<file path="config.mk">
export PLATFORM = sky130hd
export DESIGN_NAME = skullfet_cell_tester
export DESIGN_NICKNAME = d
export VERILOG_FILES = /design/src/rtl/skullfet_tester_pkg.sv /design/src/rtl/skullfet_sync2.sv /design/src/rtl/skullfet_cell_tester.sv
export SDC_FILE = /design/constraint.sdc
export NUM_CORES = 1
export LEC_CHECK = 0
export ABC_AREA = 1
export CAP_MARGIN = 40
export CORE_MARGIN = 5
export CORE_UTILIZATION = 40
export DETAILED_ROUTE_END_ITERATION = 10
export DONT_BUFFER_PORTS = 1
export GPL_TIMING_DRIVEN = 0
export MAX_ROUTING_LAYER = met4
export PLACE_DENSITY_LB_ADDON = 0.1
export SLEW_MARGIN = 40
export SYNTH_ARGS = -nofsm -noshare
export SYNTH_HDL_FRONTEND = slang
export SYNTH_SLANG_ARGS = --single-unit
</file>
<file path="constraint.sdc">
create_clock -name wb_clk_i -period 1.6 [get_ports wb_clk_i]
set_input_delay 0.08 -clock wb_clk_i [delete_from_list [all_inputs] [get_ports wb_clk_i]]
set_output_delay 0.08 -clock wb_clk_i [all_outputs]
set_load 0.02 [all_outputs]
</file>
<file path="src/rtl/skullfet_tester_pkg.sv">
// Shared definitions for the SkullFET cell tester.
//   state_t    : tester FSM states
//   CELL_INV   : cell_type bit value for an inverter channel
//   CELL_NAND  : cell_type bit value for a NAND channel
//   PAT_W      : width of the (B,A) stimulus pattern
//   expected_y : ideal Y for a cell of the given type driven with A and B
package skullfet_tester_pkg;

  localparam int   PAT_W     = 2;
  localparam logic CELL_INV  = 1'b0;
  localparam logic CELL_NAND = 1'b1;

  typedef enum logic [2:0] {
    ST_IDLE,
    ST_DRIVE,
    ST_SETTLE,
    ST_SAMPLE,
    ST_DONE
  } state_t;

  function automatic logic expected_y(input logic cell_type, input logic a, input logic b);
    return (cell_type == CELL_NAND) ? ~(a & b) : ~a;
  endfunction

endpackage

</file>
<file path="src/rtl/skullfet_sync2.sv">
// Generic-width two-flop synchronizer with asynchronous active-high reset.
//   i_clk : destination clock
//   i_rst : asynchronous reset, active-high, clears both flop stages
//   i_d   : asynchronous input bus
//   o_q   : synchronized output bus (two clock latency)
module skullfet_sync2 #(
  parameter int WIDTH = 1
) (
  input  logic             i_clk,
  input  logic             i_rst,
  input  logic [WIDTH-1:0] i_d,
  output logic [WIDTH-1:0] o_q
);

  logic [WIDTH-1:0] r_meta_p0;
  logic [WIDTH-1:0] r_sync_p1;

  always_ff @(posedge i_clk or posedge i_rst) begin
    if (i_rst) begin
      r_meta_p0 <= '0;
      r_sync_p1 <= '0;
    end else begin
      // stage p0: may go metastable; stage p1: resolved copy
      r_meta_p0 <= i_d;
      r_sync_p1 <= r_meta_p0;
    end
  end

  assign o_q = r_sync_p1;

endmodule

</file>
<file path="src/rtl/skullfet_cell_tester.sv">
// SkullFET cell tester: drives the four (B,A) patterns 00,01,10,11 onto every
// channel, waits SETTLE cycles, samples each cell's synchronized Y and counts
// mismatches against the ideal inverter / NAND response, for a configurable
// number of sweeps.
//
// Parameters: CHANNELS (cells under test), SETTLE (settle cycles, 2..15),
//             ERR_W (width of each saturating error counter).
// Ports:
//   wb_clk_i     : clock
//   wb_rst_i     : asynchronous active-high reset
//   start_i      : start a run (looked at only in IDLE)
//   passes_i     : number of sweeps, 0 means 1 (latched at start)
//   cell_type_i  : per channel 0 = inverter, 1 = NAND (latched at start)
//   cell_a_o     : cell input A per channel
//   cell_b_o     : cell input B per channel
//   cell_y_i     : cell output Y per channel (asynchronous)
//   busy_o       : run in progress (DRIVE/SETTLE/SAMPLE)
//   done_o       : one-cycle pulse in the DONE cycle
//   pass_o       : all counters zero at end of run, held until next start
//   err_cnt_o    : channel n count at [n*ERR_W +: ERR_W]
//   fail_vld_o   : (SKULLFET_TESTER_FAILCAP_EN only) channel has failed this run
//   fail_pat_o   : (SKULLFET_TESTER_FAILCAP_EN only) first failing (B,A) per channel
//
// Build option: define SKULLFET_TESTER_FAILCAP_EN to add the first-fail capture.
module skullfet_cell_tester
  import skullfet_tester_pkg::*;
#(
  parameter int CHANNELS = 4,
  parameter int SETTLE   = 3,
  parameter int ERR_W    = 8
) (
  input  logic                      wb_clk_i,
  input  logic                      wb_rst_i,
  input  logic                      start_i,
  input  logic [3:0]                passes_i,
  input  logic [CHANNELS-1:0]       cell_type_i,
  output logic [CHANNELS-1:0]       cell_a_o,
  output logic [CHANNELS-1:0]       cell_b_o,
  input  logic [CHANNELS-1:0]       cell_y_i,
  output logic                      busy_o,
  output logic                      done_o,
  output logic                      pass_o,
  output logic [CHANNELS*ERR_W-1:0] err_cnt_o
`ifdef SKULLFET_TESTER_FAILCAP_EN
  ,
  output logic [CHANNELS-1:0]       fail_vld_o,
  output logic [2*CHANNELS-1:0]     fail_pat_o
`endif
);

  localparam logic [3:0] SETTLE_LAST = 4'(SETTLE - 1);

  state_t                      r_state;
  state_t                      w_state_nxt;
  logic [3:0]                  r_settle_cnt;
  logic [PAT_W-1:0]            r_pat;
  logic [PAT_W-1:0]            w_pat_nxt;
  logic [3:0]                  r_sweep;
  logic [3:0]                  r_passes;
  logic [CHANNELS-1:0]         r_type;
  logic [CHANNELS-1:0]         r_a;
  logic [CHANNELS-1:0]         r_b;
  logic                        r_busy;
  logic                        r_done;
  logic                        r_pass;
  logic [CHANNELS*ERR_W-1:0]   r_err;
  logic [CHANNELS*ERR_W-1:0]   w_err_nxt;
  logic [CHANNELS-1:0]         w_y_sync;
  logic [CHANNELS-1:0]         w_mis;
  logic                        w_settle_last;
  logic                        w_last_pat;
  logic                        w_run_end;

  // Counters stick at all-ones instead of wrapping to zero.
  function automatic logic [ERR_W-1:0] sat_inc(input logic [ERR_W-1:0] v);
    return (&v) ? v : v + ERR_W'(1);
  endfunction

  skullfet_sync2 #(
    .WIDTH(CHANNELS)
  ) u_sync_y (
    .i_clk (wb_clk_i),
    .i_rst (wb_rst_i),
    .i_d   (cell_y_i),
    .o_q   (w_y_sync)
  );

  assign w_settle_last = (r_settle_cnt == SETTLE_LAST);
  assign w_last_pat    = (r_pat == {PAT_W{1'b1}});
  // r_passes is at least 1 once a run has started
  assign w_run_end     = w_last_pat && (r_sweep == (r_passes - 4'd1));
  assign w_pat_nxt     = r_pat + PAT_W'(1);

  always_ff @(posedge wb_clk_i or posedge wb_rst_i) begin
    if (wb_rst_i) r_state <= ST_IDLE;
    else          r_state <= w_state_nxt;
  end

  always_comb begin
    w_state_nxt = r_state;
    case (r_state)
      ST_IDLE:   if (start_i) w_state_nxt = ST_DRIVE;
      ST_DRIVE:  w_state_nxt = ST_SETTLE;
      ST_SETTLE: if (w_settle_last) w_state_nxt = ST_SAMPLE;
      ST_SAMPLE: w_state_nxt = w_run_end ? ST_DONE : ST_DRIVE;
      ST_DONE:   w_state_nxt = ST_IDLE;
      default:   w_state_nxt = ST_IDLE;
    endcase
  end

  // Compare synchronized Y with the ideal response of the driven pattern.
  always_comb begin
    w_mis     = '0;
    w_err_nxt = r_err;
    for (int n = 0; n < CHANNELS; n++) begin
      w_mis[n] = w_y_sync[n] ^ expected_y(r_type[n], r_a[n], r_b[n]);
      if (w_mis[n]) w_err_nxt[n*ERR_W +: ERR_W] = sat_inc(r_err[n*ERR_W +: ERR_W]);
    end
  end

  always_ff @(posedge wb_clk_i or posedge wb_rst_i) begin
    if (wb_rst_i) begin
      r_settle_cnt <= '0;
      r_pat        <= '0;
      r_sweep      <= '0;
      r_passes     <= '0;
      r_type       <= '0;
      r_a          <= '0;
      r_b          <= '0;
      r_busy       <= 1'b0;
      r_done       <= 1'b0;
      r_pass       <= 1'b0;
      r_err        <= '0;
    end else begin
      // flags track the state being entered so they line up with it
      r_done <= (w_state_nxt == ST_DONE);
      r_busy <= (w_state_nxt == ST_DRIVE) || (w_state_nxt == ST_SETTLE) ||
                (w_state_nxt == ST_SAMPLE);
      case (r_state)
        ST_IDLE: begin
          if (start_i) begin
            r_err        <= '0;
            r_pass       <= 1'b0;
            r_passes     <= (passes_i == 4'd0) ? 4'd1 : passes_i;
            r_type       <= cell_type_i;
            r_pat        <= '0;
            r_sweep      <= '0;
            r_settle_cnt <= '0;
            r_a          <= '0;
            r_b          <= '0;
          end
        end
        ST_SETTLE: r_settle_cnt <= w_settle_last ? 4'd0 : r_settle_cnt + 4'd1;
        ST_SAMPLE: begin
          r_err <= w_err_nxt;
          r_pat <= w_pat_nxt;
          if (w_last_pat) r_sweep <= r_sweep + 4'd1;
          if (w_run_end) begin
            r_pass <= (w_err_nxt == '0);
            r_a    <= '0;
            r_b    <= '0;
          end else begin
            // present the next pattern as DRIVE is entered
            r_a <= {CHANNELS{w_pat_nxt[0]}};
            r_b <= {CHANNELS{w_pat_nxt[1]}};
          end
        end
        default: ;
      endcase
    end
  end

`ifdef SKULLFET_TESTER_FAILCAP_EN
  logic [CHANNELS-1:0]   r_fail_vld;
  logic [2*CHANNELS-1:0] r_fail_pat;

  always_ff @(posedge wb_clk_i or posedge wb_rst_i) begin
    if (wb_rst_i) begin
      r_fail_vld <= '0;
      r_fail_pat <= '0;
    end else if ((r_state == ST_IDLE) && start_i) begin
      r_fail_vld <= '0;
      r_fail_pat <= '0;
    end else if (r_state == ST_SAMPLE) begin
      for (int n = 0; n < CHANNELS; n++) begin
        // keep only the first failing pattern of the run
        if (w_mis[n] && !r_fail_vld[n]) begin
          r_fail_vld[n]                 <= 1'b1;
          r_fail_pat[n*PAT_W +: PAT_W]  <= r_pat;
        end
      end
    end
  end

  assign fail_vld_o = r_fail_vld;
  assign fail_pat_o = r_fail_pat;
`else
  // first-fail capture not built
`endif

  assign cell_a_o  = r_a;
  assign cell_b_o  = r_b;
  assign busy_o    = r_busy;
  assign done_o    = r_done;
  assign pass_o    = r_pass;
  assign err_cnt_o = r_err;

endmodule

</file>
**After elaboration in Yosys (flattened, before gate mapping)**

Index checks and enable logic that the tools add are counted.

- Register bits after elaboration: 72
- Input bits: 15
- Output and inout port bits: 43
- Word-level logic and storage cells: 101

- Add/subtract/negate cells: 8
- Eq/ne operators: 13
- Muxes and demuxes: 33
- Bitwise operators: 16
- Reduce and logical (&&, ||, !) cells: 17

Operators by type and width:

| operator | count |
|---|---|
| $mux W8 | 8 |
| $pmux W32 S2 | 1 |
| $add A8 B1 Y8 const B | 4 |
| $logic_not A32 Y1 | 1 |
| $mux W32 | 1 |
| $pmux W4 S2 | 4 |
| $reduce_and A8 Y1 | 4 |
| $mux W4 | 6 |
| $eq A3 B2 Y1 const B | 4 |
| $pmux W3 S4 | 1 |
| $mux W3 | 3 |
| $add A4 B1 Y4 const B | 2 |
| $not A1 Y1 | 8 |
| $eq A3 B1 Y1 const B | 2 |
| $mux W1 | 6 |
| $ne A2 B2 Y1 const B | 3 |
| $reduce_and A2 Y1 | 3 |
| $reduce_and A3 Y1 | 2 |
| $and A1 B1 Y1 | 4 |
| $eq A4 B2 Y1 const B | 1 |
| $eq A4 B4 Y1 | 1 |
| $logic_not A4 Y1 | 1 |
| $pmux W2 S2 | 1 |
| $reduce_bool A2 Y1 | 2 |
| 10 further kinds | 14 |

**Logic depth before layout (Yosys ltp)**

Gate-level depths: netlist of the first run.

- Word-level depth: 8
- Gate-level depth with buffers: 14
- Depth with buffers taken out: 14

**By module**

Synthesis of the first run repeated with hierarchy kept, for this count alone.

- Cell total of the unflattened synthesis: 563
- Area total of the unflattened synthesis: 3970.1 sq um

Modules (own cells, without submodules):

| module | instances | cells each | area each (sq um) | seq. area each (sq um) |
|---|---|---|---|---|
| skullfet_cell_tester | 1 | 554 | 3766.1 | 1451.4 |
| skullfet_sync2 | 1 | 9 | 203.9 | 200.2 |

**Worst setup path before layout of the first run**

Ideal clock, no wire load.

- Path kind: register to register
- From: reg r_err[8] (netlist: err_cnt_o[8])
- To: reg r_pass (netlist: pass_o)
- Library setup time: 0.066 ns
- Data arrival time: 1.590 ns
- Required time: 1.534 ns
- Slack: -0.055 ns
- Stages on the path, launching flop included: 14
- Path buffers: 0
- Period minus slack after synthesis: 1.655 ns
- Cell sequence: dfrtp_1 ha_1 nand2_1 nor2_2 nand2_2 nand2_1 nand2_1 nand2_1 nand2_1 nor2_1 nand2_1 nor2_1 nand3_1 nand2_1

- Cells in the longest elaborated chain, start to end: 6
- Elaborated cells between the ends (all ways): 7
- Classes of those cells: add/sub (1); mux (4); reduce/logical (2)

Ends and longest elaborated chain:

| element | line | RTL |
|---|---|---|
| from (decl) | skullfet_cell_tester.sv:66 | `logic [CHANNELS*ERR_W-1:0] r_err;` |
| from (signal assigned) | skullfet_cell_tester.sv:155 | `r_err <= w_err_nxt;` |
| $add A8 B1 Y8 or $reduce_and A8 Y1 (tied branches) | skullfet_cell_tester.sv:76 | `return (&v) ? v : v + ERR_W'(1);` |
| $mux W8 | skullfet_cell_tester.sv:76 |  |
| $mux W8 * | skullfet_cell_tester.sv:117 | `if (w_mis[n]) w_err_nxt[n*ERR_W +: ERR_W] = sat_inc(r_err[n*ERR_W +: ERR_W]);` |
| $logic_not A32 Y1 * | skullfet_cell_tester.sv:159 | `r_pass <= (w_err_nxt == '0);` |
| $mux W1 * | skullfet_cell_tester.sv:158 | `if (w_run_end) begin` |
| $pmux W1 S2 * | skullfet_cell_tester.sv:139 | `case (r_state)` |
| to (signal assigned) | skullfet_cell_tester.sv:159 |  |
| to (decl) | skullfet_cell_tester.sv:65 | `logic r_pass;` |

Every way passes the cells marked *; elsewhere a longest branch is shown, timed or not. The select of a mux whose other input is x is not followed.
A chain may end at the register's enable or synchronous reset.

**Worst setup path in the final report of the first run**

- From: reg r_err[1] (netlist: err_cnt_o[1])
- To: reg r_pass (netlist: pass_o)

Same word-level chain as after synthesis.

==> results.json, run 1 <==
{
  "status": "complete, but fails checks",
  "violations": "setup timing",
  "area_delta_synth_final_pct": 36.3,
  "path_buf_inv": 0,
  "max_cap_viol_count": 0,
  "setup_tns_ps": -306,
  "worst_clock_skew_ps": 12.4,
  "crit_path_top_delay_cell": "dfrtp_2",
  "cp_max_fo": 5,
  "r2r-start": "err_cnt_o[1]",
  "initial_utilization_pct": 41.0,
  "ir_drop_mv": 0.937,
  "end_kind": "register",
  "holdPathEnd": "r_passes[0]",
  "numPortBuffers": 0,
  "gp_congestion": 0.805,
  "synth_adder_area_share_pct": 2.81,
  "avgSynthCellArea_um2": 7.06,
  "syn_inst": 568,
  "place_ws_ps": -387,
  "async_flop_share_pct": 100,
  "grt_first_pass_wirelength_um": 18800,
  "min-delay-path-class": "in2reg",
  "hpwl_um": 7690,
  "fin_util_pct": 55.9,
  "clockBufferDepth": 2,
  "ys.flop_type": "dfrtp_1",
  "drc_errors": 0,
  "cts_tree": "done",
  "nets": 653,
  "wire_per_inst_um": 15.3,
  "path_class": "reg2reg",
  "fp.coreArea_um2": 9770,
  "r2r_cells": 13,
  "synthSimpleGateAreaFrac_pct": 36.5,
  "multiInputGateArea_um2": 2530,
  "yosys_warnings": 0,
  "fmax_ghz": 0.553,
  "cpMostUsedCell": "nand2_1",
  "p_leak_nw": 2.58,
  "grt_max_degree": 25,
  "antenna_found_initial": 0,
  "synth_top_cell_area_share_pct": 41.2,
  "ios": 58,
  "synthDistinctLibCells": 29,
  "routed_wl_um": 11700,
  "die_w_um": 110,
  "hold_viol": 0,
  "grt_pass1_vias": 3764,
  "seq_area_frac_synth_pct": 41.2,
  "min_period_over_period_pct": 113,
  "synth_edf_count": 0,
  "layout-drive-gt1-share_pct": 32.2,
  "hold_depth": 3,
  "ant_nets": 0,
  "routed_via_density": 5.09,
  "dieArea_um2": 12100,
  "overflow": 0,
  "clkLatencyLatePin_ps": 350,
  "clock-sinks": 66,
  "rr_endpoint": "pass_o",
  "cpPeakStageDelay_ps": 510,
  "numCtsBuffers": 9,
  "cts_root_buffer": "clkbuf_8",
  "r2r_slack_ps": -210,
  "finalSetupViolations": 2,
  "routed-via-count": 3904,
  "mostFrequentLayoutCells": "nand2_1 (163), inv_1 (54), nand3_1 (45)",
  "synthMuxAreaShare_pct": 0,
  "htreeDepth": 3,
  "fp.dieH_um": 110,
  "synth_compound_area_share_pct": 8.58,
  "startpoint_type": "register",
  "regArea_um2": 1680,
  "required_ps": 1880,
  "worst_pin_slew_ps": 365,
  "syn_nets": 592,
  "powerDensity_nw_per_um2": 2050,
  "rsz0062_at_grt": "yes",
  "first_pass_iters": 4,
  "antennaDiodeCount": 0,
  "yosysTopAreaCell": "dfrtp_1",
  "track_usage_pct": 20.4,
  "setup_ws_ps": -209,
  "row_count": 36,
  "ys_top_cells_by_area": "dfrtp_1 (41%), nand2_1 (18%), nand3_1 (6.9%)",
  "crit_cells": 13,
  "synth_area_um2": 4010,
  "period_needed_ps": 1810,
  "synthXorXnorAreaFrac_pct": 1.97,
  "drt_iter0_drc": 198,
  "path_clk_slew_ps": 80,
  "synth_top_family_by_area": "simple AND/OR/NAND/NOR gates",
  "path_cells": "ha_4 -> nand2_2 -> nor2_4 -> nand2_1 -> nand2_1 -> nand3_1 -> nand2_1 -> nand2_1 -> nor2_2 -> nand2_1 -> nor2_1 -> nand3_2 -> nand2_1",
  "arrival_ps": 2080,
  "cp_top_family": "simple AND/OR/NAND/NOR gates",
  "relSlewSlack_pct": 75.6,
  "min_from": "passes_i[3]",
  "layout_commonest_cell": "nand2_1",
  "filler_cell_count": 933,
  "synth-seq-cells": 66,
  "slew_violations": 0
}
## worst max path at each step
stage	from	endpoint
3_3_place_gp	r_state[2]	err_cnt_o[27]
5_1_grt	cell_a_o[2]	pass_o
6_report	err_cnt_o[1]	pass_o
3_5_place_dp	r_state[2]	err_cnt_o[27]
2_1_floorplan	err_cnt_o[24]	pass_o
4_1_cts	cell_b_o[2]	pass_o
## sequential cells by signal, indices dropped and copies added (netlist names)
| name | flops |
|---|---|
| cell_b_o | 1 |
| pass_o | 1 |
| cell_a_o | 1 |
| r_settle_cnt | 4 |
| u_sync_y.r_meta_p0 | 4 |
| done_o | 1 |
| err_cnt_o | 32 |
| u_sync_y.o_q | 4 |
| r_state | 3 |
| r_sweep | 4 |
| busy_o | 1 |
| r_passes | 4 |
| r_type | 4 |
| r_pat | 2 |
## worst reg2reg max path: stages (launching register included)
cell and delay (ps):
dfrtp_2 510, ha_4 190, nand2_2 90, nor2_4 150
nand2_1 60, nand2_1 80, nand3_1 70, nand2_1 110
nand2_1 80, nor2_2 70, nand2_1 50, nor2_1 120
nand3_2 100, nand2_1 70
## through the flow
stage                     cell area, um^2  std cells  hold WS, ps  total power [mW]
after floorplan                      4020        568          111              6.53
after global placement               4190        701          111              7.60
after detailed placement             4260        704        -18.5              7.69
after CTS                            5020        753         3.99              10.2
after global routing                 5460        767         78.1              12.1
final                                5460        767         14.7              11.2
## metal layers
layer | track usage (%) | vias up | wire length, um
met2 | 34.6 | 94 | 5980
li1 | - | 1939 | -
met1 | 25.3 | 1854 | 4990
met5 | - | - | 0
met3 | 3.49 | 17 | 589
met4 | 5.80 | 0 | 187
## synth_stat cells, drive strengths merged, types with 2 or more instances
master / count
a21oi: 5
buf: 11
clkbuf: 5
dfrtp: 66
ha: 9
inv: 69
nand2: 207
nand3: 59
nand3b: 2
nand4: 4
nor2: 61
nor3: 5
o21ai: 32
o22ai: 21
xnor2: 4
xor2: 5
## area by class of cell
type                       instances  area share, %
buffer                            16           2.22
clock buffer                      11           2.59
clock inverter                     5           1.42
inverter                          69           5.08
multi-input combinational        420           46.4
sequential                        66           30.8
tap                              133           3.05
timing repair buffer              47           8.45
## cells by family after synthesis
| logic type | Yosys count |
|---|---|
| simple gates | 338 |
| flops | 66 |
| xor+xnor | 9 |
| fa+ha+maj | 9 |
| buf+inv | 85 |
| compound gates | 61 |
## where the power goes
part / switching [mW] / internal, mW / leakage (nW)
combinational: 3.48 / 2.43 / 1.66
clock: 0.690 / 0.916 / 0.109
sequential: 1.37 / 2.31 / 0.814
total: 5.54 / 5.65 / 2.58
## what timing repair did
action	in CTS	in global routing
endpoints found under the setup margin	42	37
hold endpoints to repair	54	0
gates resized for setup	80	88
buffers inserted	17	12
pin swaps	37	49
gates cloned	3	2
hold buffers	13	0
Note: power is estimated with default switching activity, not from simulation.
==> inputs of run 2 (changes only) <==
==> constraint.sdc (replaced) <==
create_clock -name wb_clk_i -period 1.6 [get_ports wb_clk_i]
set_input_delay 0.24 -clock wb_clk_i [delete_from_list [all_inputs] [get_ports wb_clk_i]]
set_output_delay 0.24 -clock wb_clk_i [all_outputs]
set_load 0.02 [all_outputs]
==> run 2 against run 1 <==
Against the previous run:
- the flow still finishes with violations (setup timing)
- setup slack got worse by 3.5 ps
- largest power group unchanged
- critical endpoint unchanged
- maximum frequency fell by 0.19%
- clock skew about the same
- power decreased by 0.19%
- routed wire length shrank 0.60%
- combinational power about the same
- critical path depth unchanged
- clock power hardly changed
- final cell count decreased by 0.91%
- core utilization down 0.72 points
- via count down 1.1%
==> results.json, run 2 (synthesized netlist as in run 1, its figures left out) <==
{
  "initial_utilization_pct": 41.0,
  "hpwl_um": 7690,
  "gp_congestion": 0.805,
  "end_kind": "register",
  "period_needed_ps": 1810,
  "grt_first_pass_wirelength_um": 18800,
  "largest_reg_flops": 32,
  "row_count": 36,
  "cts_tree": "done",
  "p_sw_mw": 5.53,
  "fin_cells": 760,
  "numCtsBuffers": 9,
  "clock-sinks": 66,
  "fp.dieH_um": 110,
  "max_cap_viol_count": 0,
  "die_w_um": 110,
  "min-delay-path-class": "in2reg",
  "r2r_cells": 13,
  "pwr-share-comb_pct": 52.6,
  "antennaDiodeCount": 0,
  "min_period_over_period_pct": 113,
  "regArea_um2": 1680,
  "hold_depth": 2,
  "rsz0062_at_grt": "yes",
  "first_pass_iters": 6,
  "min_from": "cell_type_i[1]",
  "r2r_slack_ps": -210,
  "setup_tns_ps": -310,
  "path_clk_slew_ps": 80,
  "r2r-start": "err_cnt_o[1]",
  "antenna_found_initial": 0,
  "ant_nets": 0,
  "area_delta_synth_final_pct": 34.5,
  "violations": "setup timing",
  "drt_iter0_drc": 251,
  "overflow": 0,
  "place_ws_ps": -387,
  "total_power_mw": 11.2,
  "htreeDepth": 3,
  "powerDensity_nw_per_um2": 2070,
  "routed-via-count": 3862,
  "hold_viol": 0,
  "status": "complete, but fails checks",
  "finalSetupViolations": 2,
  "numPortBuffers": 0,
  "routed_via_density": 5.08,
  "p_sw_share_pct": 49.5,
  "startpoint_type": "register",
  "ir_drop_mv": 0.936,
  "layout-drive-gt1-share_pct": 32.5,
  "grt_max_degree": 25,
  "cp_max_fo": 5,
  "clockBufferDepth": 2,
  "drc_errors": 0,
  "multiInputGateArea_um2": 2530,
  "clkLatencyLatePin_ps": 350,
  "slew_violations": 0,
  "fmax_ghz": 0.552,
  "intPower_mw": 5.64,
  "nets": 646,
  "relSlewSlack_pct": 75.3,
  "mostFrequentLayoutCells": "nand2_1 (163), inv_1 (54), nand3_1 (45)",
  "worst_clock_skew_ps": 12.5,
  "ios": 58,
  "arrival_ps": 2090,
  "dpl.cell_count": 704,
  "rr_endpoint": "pass_o",
  "fp.coreArea_um2": 9770,
  "final_area_um2": 5390,
  "required_ps": 1880,
  "setup_ws_ps": -212,
  "clkPwrFrac_pct": 14.4,
  "wire_per_inst_um": 15.4,
  "holdPathEnd": "r_type[1]",
  "place_area_um2": 4260,
  "routed_wl_um": 11700,
  "dieArea_um2": 12100,
  "pwr-share-seq_pct": 33.0,
  "p_leak_nw": 2.56,
  "filler_cell_count": 941,
  "grt_pass1_vias": 3745,
  "cts_root_buffer": "clkbuf_8",
  "worst_pin_slew_ps": 370,
  "layout_commonest_cell": "nand2_1",
  "track_usage_pct": 20.4,
  "path_class": "reg2reg"
}
## run 2: cell count changes in the layout (fill, tap and decap cells not counted), sizes merged
cell / change
dlygate4sd3: -7
## run 2: worst max-delay path by stage
stage	slack (ps)	start	depth (start not counted)	to
after CTS	-170	cell_b_o[2]	13	pass_o
after floorplan	10	err_cnt_o[24]	14	pass_o
final	-210	err_cnt_o[1]	13	pass_o
after detailed placement	-390	r_state[2]	7	err_cnt_o[27]
after global routing	-340	cell_a_o[2]	12	pass_o
after global placement	-380	r_state[2]	7	err_cnt_o[27]
## run 2: power by group through the flow
| stage | Sequential [mW] | Clock, mW | Combinational, mW |
|---|---|---|---|
| 2_1_floorplan | 3.27 | 0 | 3.27 |
| 3_3_place_gp | 3.50 | 0 | 4.10 |
| 3_5_place_dp | 3.51 | 0 | 4.18 |
| 4_1_cts | 3.58 | 1.64 | 4.96 |
| 5_1_grt | 3.80 | 1.71 | 6.54 |
| 6_report | 3.69 | 1.61 | 5.88 |
## run 2: final cells by class
class | instances | share of cell area [%]
timing repair buffer | 40 | 7.26
multi-input combinational | 420 | 47.0
inverter | 69 | 5.15
tap | 133 | 3.09
buffer | 16 | 2.25
sequential | 66 | 31.2
clock inverter | 5 | 1.44
clock buffer | 11 | 2.62
## run 2: per-layer routing
metal	GRT usage [%]	wire [um]	share of wire, %
met1	25.3	5030	43
met5	-	0	0
met4	5.80	179	1.5
met2	34.3	5900	51
met3	3.55	561	4.8
## run 2: per-stage QoR
step	utilization, %	hold slack, ps
floorplan	-	271
global placement	42.9	271
detailed placement	43.5	142
CTS	50.7	0.0175
global route	55.2	7.70
finish	55.2	8.41
## run 2: what timing repair did
item                       CTS  global route
hold buffers                 6             0
pin swaps                   37            49
cloned                       3             2
hold endpoints to repair    47             0
setup endpoints to repair   42            40
gates resized for setup     80            88
setup buffers               17            12
## run 2: critical path, cell delays in order, from the launching register on
cell and delay (ps):
dfrtp_2 510, ha_4 180, nand2_2 90, nor2_4 150
nand2_1 60, nand2_1 80, nand3_1 70, nand2_1 110
nand2_1 80, nor2_2 70, nand2_1 50, nor2_1 120
nand3_2 100, nand2_1 70
==> inputs of run 3 (changes only) <==
- ABC_AREA: 1 -> default
- CORE_UTILIZATION: 40 -> 55
==> run 3 against run 2 <==
Against the previous run:
- the run still ends with setup timing left
- final area grew 1.6%
- maximum frequency shrank 20%
- flip-flop and latch count is the same
- via count grew 0.73%
- critical path type unchanged
- critical endpoint unchanged
- largest power group unchanged
==> results.json, run 3 <==
{
  "initial_utilization_pct": 55.5,
  "max_cap_viol_count": 0,
  "htreeDepth": 3,
  "syn_inst": 446,
  "violations": "setup timing",
  "end_kind": "register",
  "numPortBuffers": 0,
  "period_needed_ps": 2280,
  "r2r_cells": 8,
  "path_clk_slew_ps": 80,
  "arrival_ps": 2530,
  "mostFrequentLayoutCells": "nand2_1 (55), dfrtp_1 (40), buf_4 (34)",
  "filler_cell_count": 511,
  "rsz0062_at_grt": "yes",
  "synth_top_cell_area_share_pct": 41.7,
  "min-delay-path-class": "in2reg",
  "routed_via_density": 6.36,
  "area_delta_synth_final_pct": 38.2,
  "min_period_over_period_pct": 142,
  "p_leak_nw": 2.23,
  "slew_violations": 0,
  "ys_top_cells_by_area": "dfrtp_1 (42%), nand2_1 (6.2%), o21ai_0 (4.8%)",
  "routed_wl_um": 12200,
  "dieArea_um2": 9000,
  "yosys-top-cells-count": "dfrtp_1 (66), nand2_1 (65), o21ai_0 (38)",
  "numCtsBuffers": 9,
  "ios": 58,
  "fin_util_pct": 76.8,
  "ys.flop_type": "dfrtp_1",
  "total_power_mw": 8.41,
  "drt_iter0_drc": 297,
  "first_pass_iters": 5,
  "startpoint_type": "register",
  "dpl.cell_count": 548,
  "path_class": "reg2reg",
  "grt_pass1_vias": 3759,
  "nets": 531,
  "grt_max_degree": 24,
  "synthDistinctLibCells": 67,
  "worst_clock_skew_ps": 13.6,
  "cts_root_buffer": "clkbuf_8",
  "rr_endpoint": "pass_o",
  "ir_drop_mv": 0.892,
  "clockBufferDepth": 2,
  "row_count": 31,
  "drc_errors": 0,
  "async_flop_share_pct": 100,
  "wire_per_inst_um": 20.0,
  "antenna_found_initial": 1,
  "syn_nets": 470,
  "routed-via-count": 3890,
  "r2r_slack_ps": -680,
  "avgSynthCellArea_um2": 8.88,
  "powerDensity_nw_per_um2": 1540,
  "synth_area_um2": 3960,
  "grt_first_pass_wirelength_um": 18900,
  "fmax_ghz": 0.439,
  "yosys_warnings": 0,
  "relSlewSlack_pct": 66.8,
  "synth_most_common_cell": "dfrtp_1",
  "required_ps": 1850,
  "die_w_um": 94.9,
  "r2r-start": "err_cnt_o[9]",
  "place_ws_ps": -927,
  "min_from": "passes_i[1]",
  "clock-sinks": 66,
  "hold_viol": 0,
  "seq_area_frac_synth_pct": 41.7,
  "finalSetupViolations": 35,
  "fp.coreArea_um2": 7140,
  "holdPathEnd": "r_passes[1]",
  "worst_pin_slew_ps": 493,
  "fin_cells": 612,
  "layout-drive-gt1-share_pct": 40.0,
  "track_usage_pct": 28.2,
  "largest_reg_flops": 32,
  "setup_ws_ps": -677,
  "overflow": 0,
  "ant_nets": 0,
  "status": "complete, but fails checks",
  "clkLatencyLatePin_ps": 350,
  "cts_tree": "done",
  "gp_congestion": 0.863,
  "yosysTopAreaCell": "dfrtp_1",
  "cp_max_fo": 7,
  "synth_edf_count": 0,
  "hold_depth": 2,
  "synth-seq-cells": 66,
  "fp.dieH_um": 94.9,
  "final_area_um2": 5480,
  "place_area_um2": 4340,
  "hpwl_um": 7510,
  "layout_commonest_cell": "nand2_1"
}
## run 3: how the worst max path moves through the flow
| stage | start | to | slack [ps] |
|---|---|---|---|
| CTS | err_cnt_o[24] | pass_o | -630 |
| finish | err_cnt_o[9] | pass_o | -680 |
| global route | cell_a_o[2] | pass_o | -730 |
| floorplan | err_cnt_o[9] | pass_o | -470 |
| detailed placement | r_state[1] | pass_o | -930 |
| global placement | r_state[1] | pass_o | -910 |
## run 3: power breakdown
group | switching (mW) | internal, mW
Combinational | 2.31 | 1.92
Clock | 0.681 | 0.765
Sequential | 0.708 | 2.03
## run 3: final cells by class
type | instances | area (um^2) | share of cell area [%]
timing repair buffer | 52 | 514 | 9.39
inverter | 11 | 48.8 | 0.891
multi-input combinational | 350 | 2750 | 50.2
clock inverter | 6 | 65.1 | 1.19
tap | 99 | 124 | 2.26
antenna | 1 | 2.50 | 0.0457
buffer | 17 | 150 | 2.74
sequential | 66 | 1680 | 30.7
clock buffer | 10 | 138 | 2.51
## run 3: repair_timing
| action | in CTS | in global routing |
|---|---|---|
| pin swaps | 27 | 29 |
| gates cloned | 0 | 0 |
| setup endpoints to repair | 48 | 49 |
| hold buffers | 7 | 0 |
| gates resized for setup | 105 | 57 |
| endpoints found under the hold margin | 55 | 0 |
| buffers inserted | 33 | 14 |
## run 3: kinds of logic (layout without fill, tap and decap cells)
family,count (synthesis),count (layout),share of synthesized area (%)
buf+inv,30,96,3.50
flops,66,66,41.7
other cells,0,1,0
mux,9,9,2.49
fa+ha+maj,9,9,2.84
simple gates,201,201,26.3
xor+xnor,9,9,1.99
compound gates,122,122,21.2
## run 3: routing by layer
layer | GRT usage [%] | vias to the layer above | share of wire [%]
li1 | - | 1773 | -
met1 | 36.8 | 1924 | 41
met2 | 43.4 | 167 | 50
met3 | 4.94 | 26 | 7.7
met4 | 11.5 | 0 | 1.8
met5 | - | - | 0
## run 3: critical path, cell delays in order (launching register included)
cell and delay [ps]:
dfrtp_2 510, ha_4 170, nand4_1 130, or2_4 310, and3_4 180, mux2_4 310
a2111oi_4 230, nand4_1 140, o31ai_1 200
## run 3: through the flow
step,TNS [ps],hold slack [ps]
detailed placement,-18630,53.5
CTS,-5070,3.10
floorplan,-1310,271
global placement,-17210,271
finish,-6150,9.06
global route,-9080,8.35
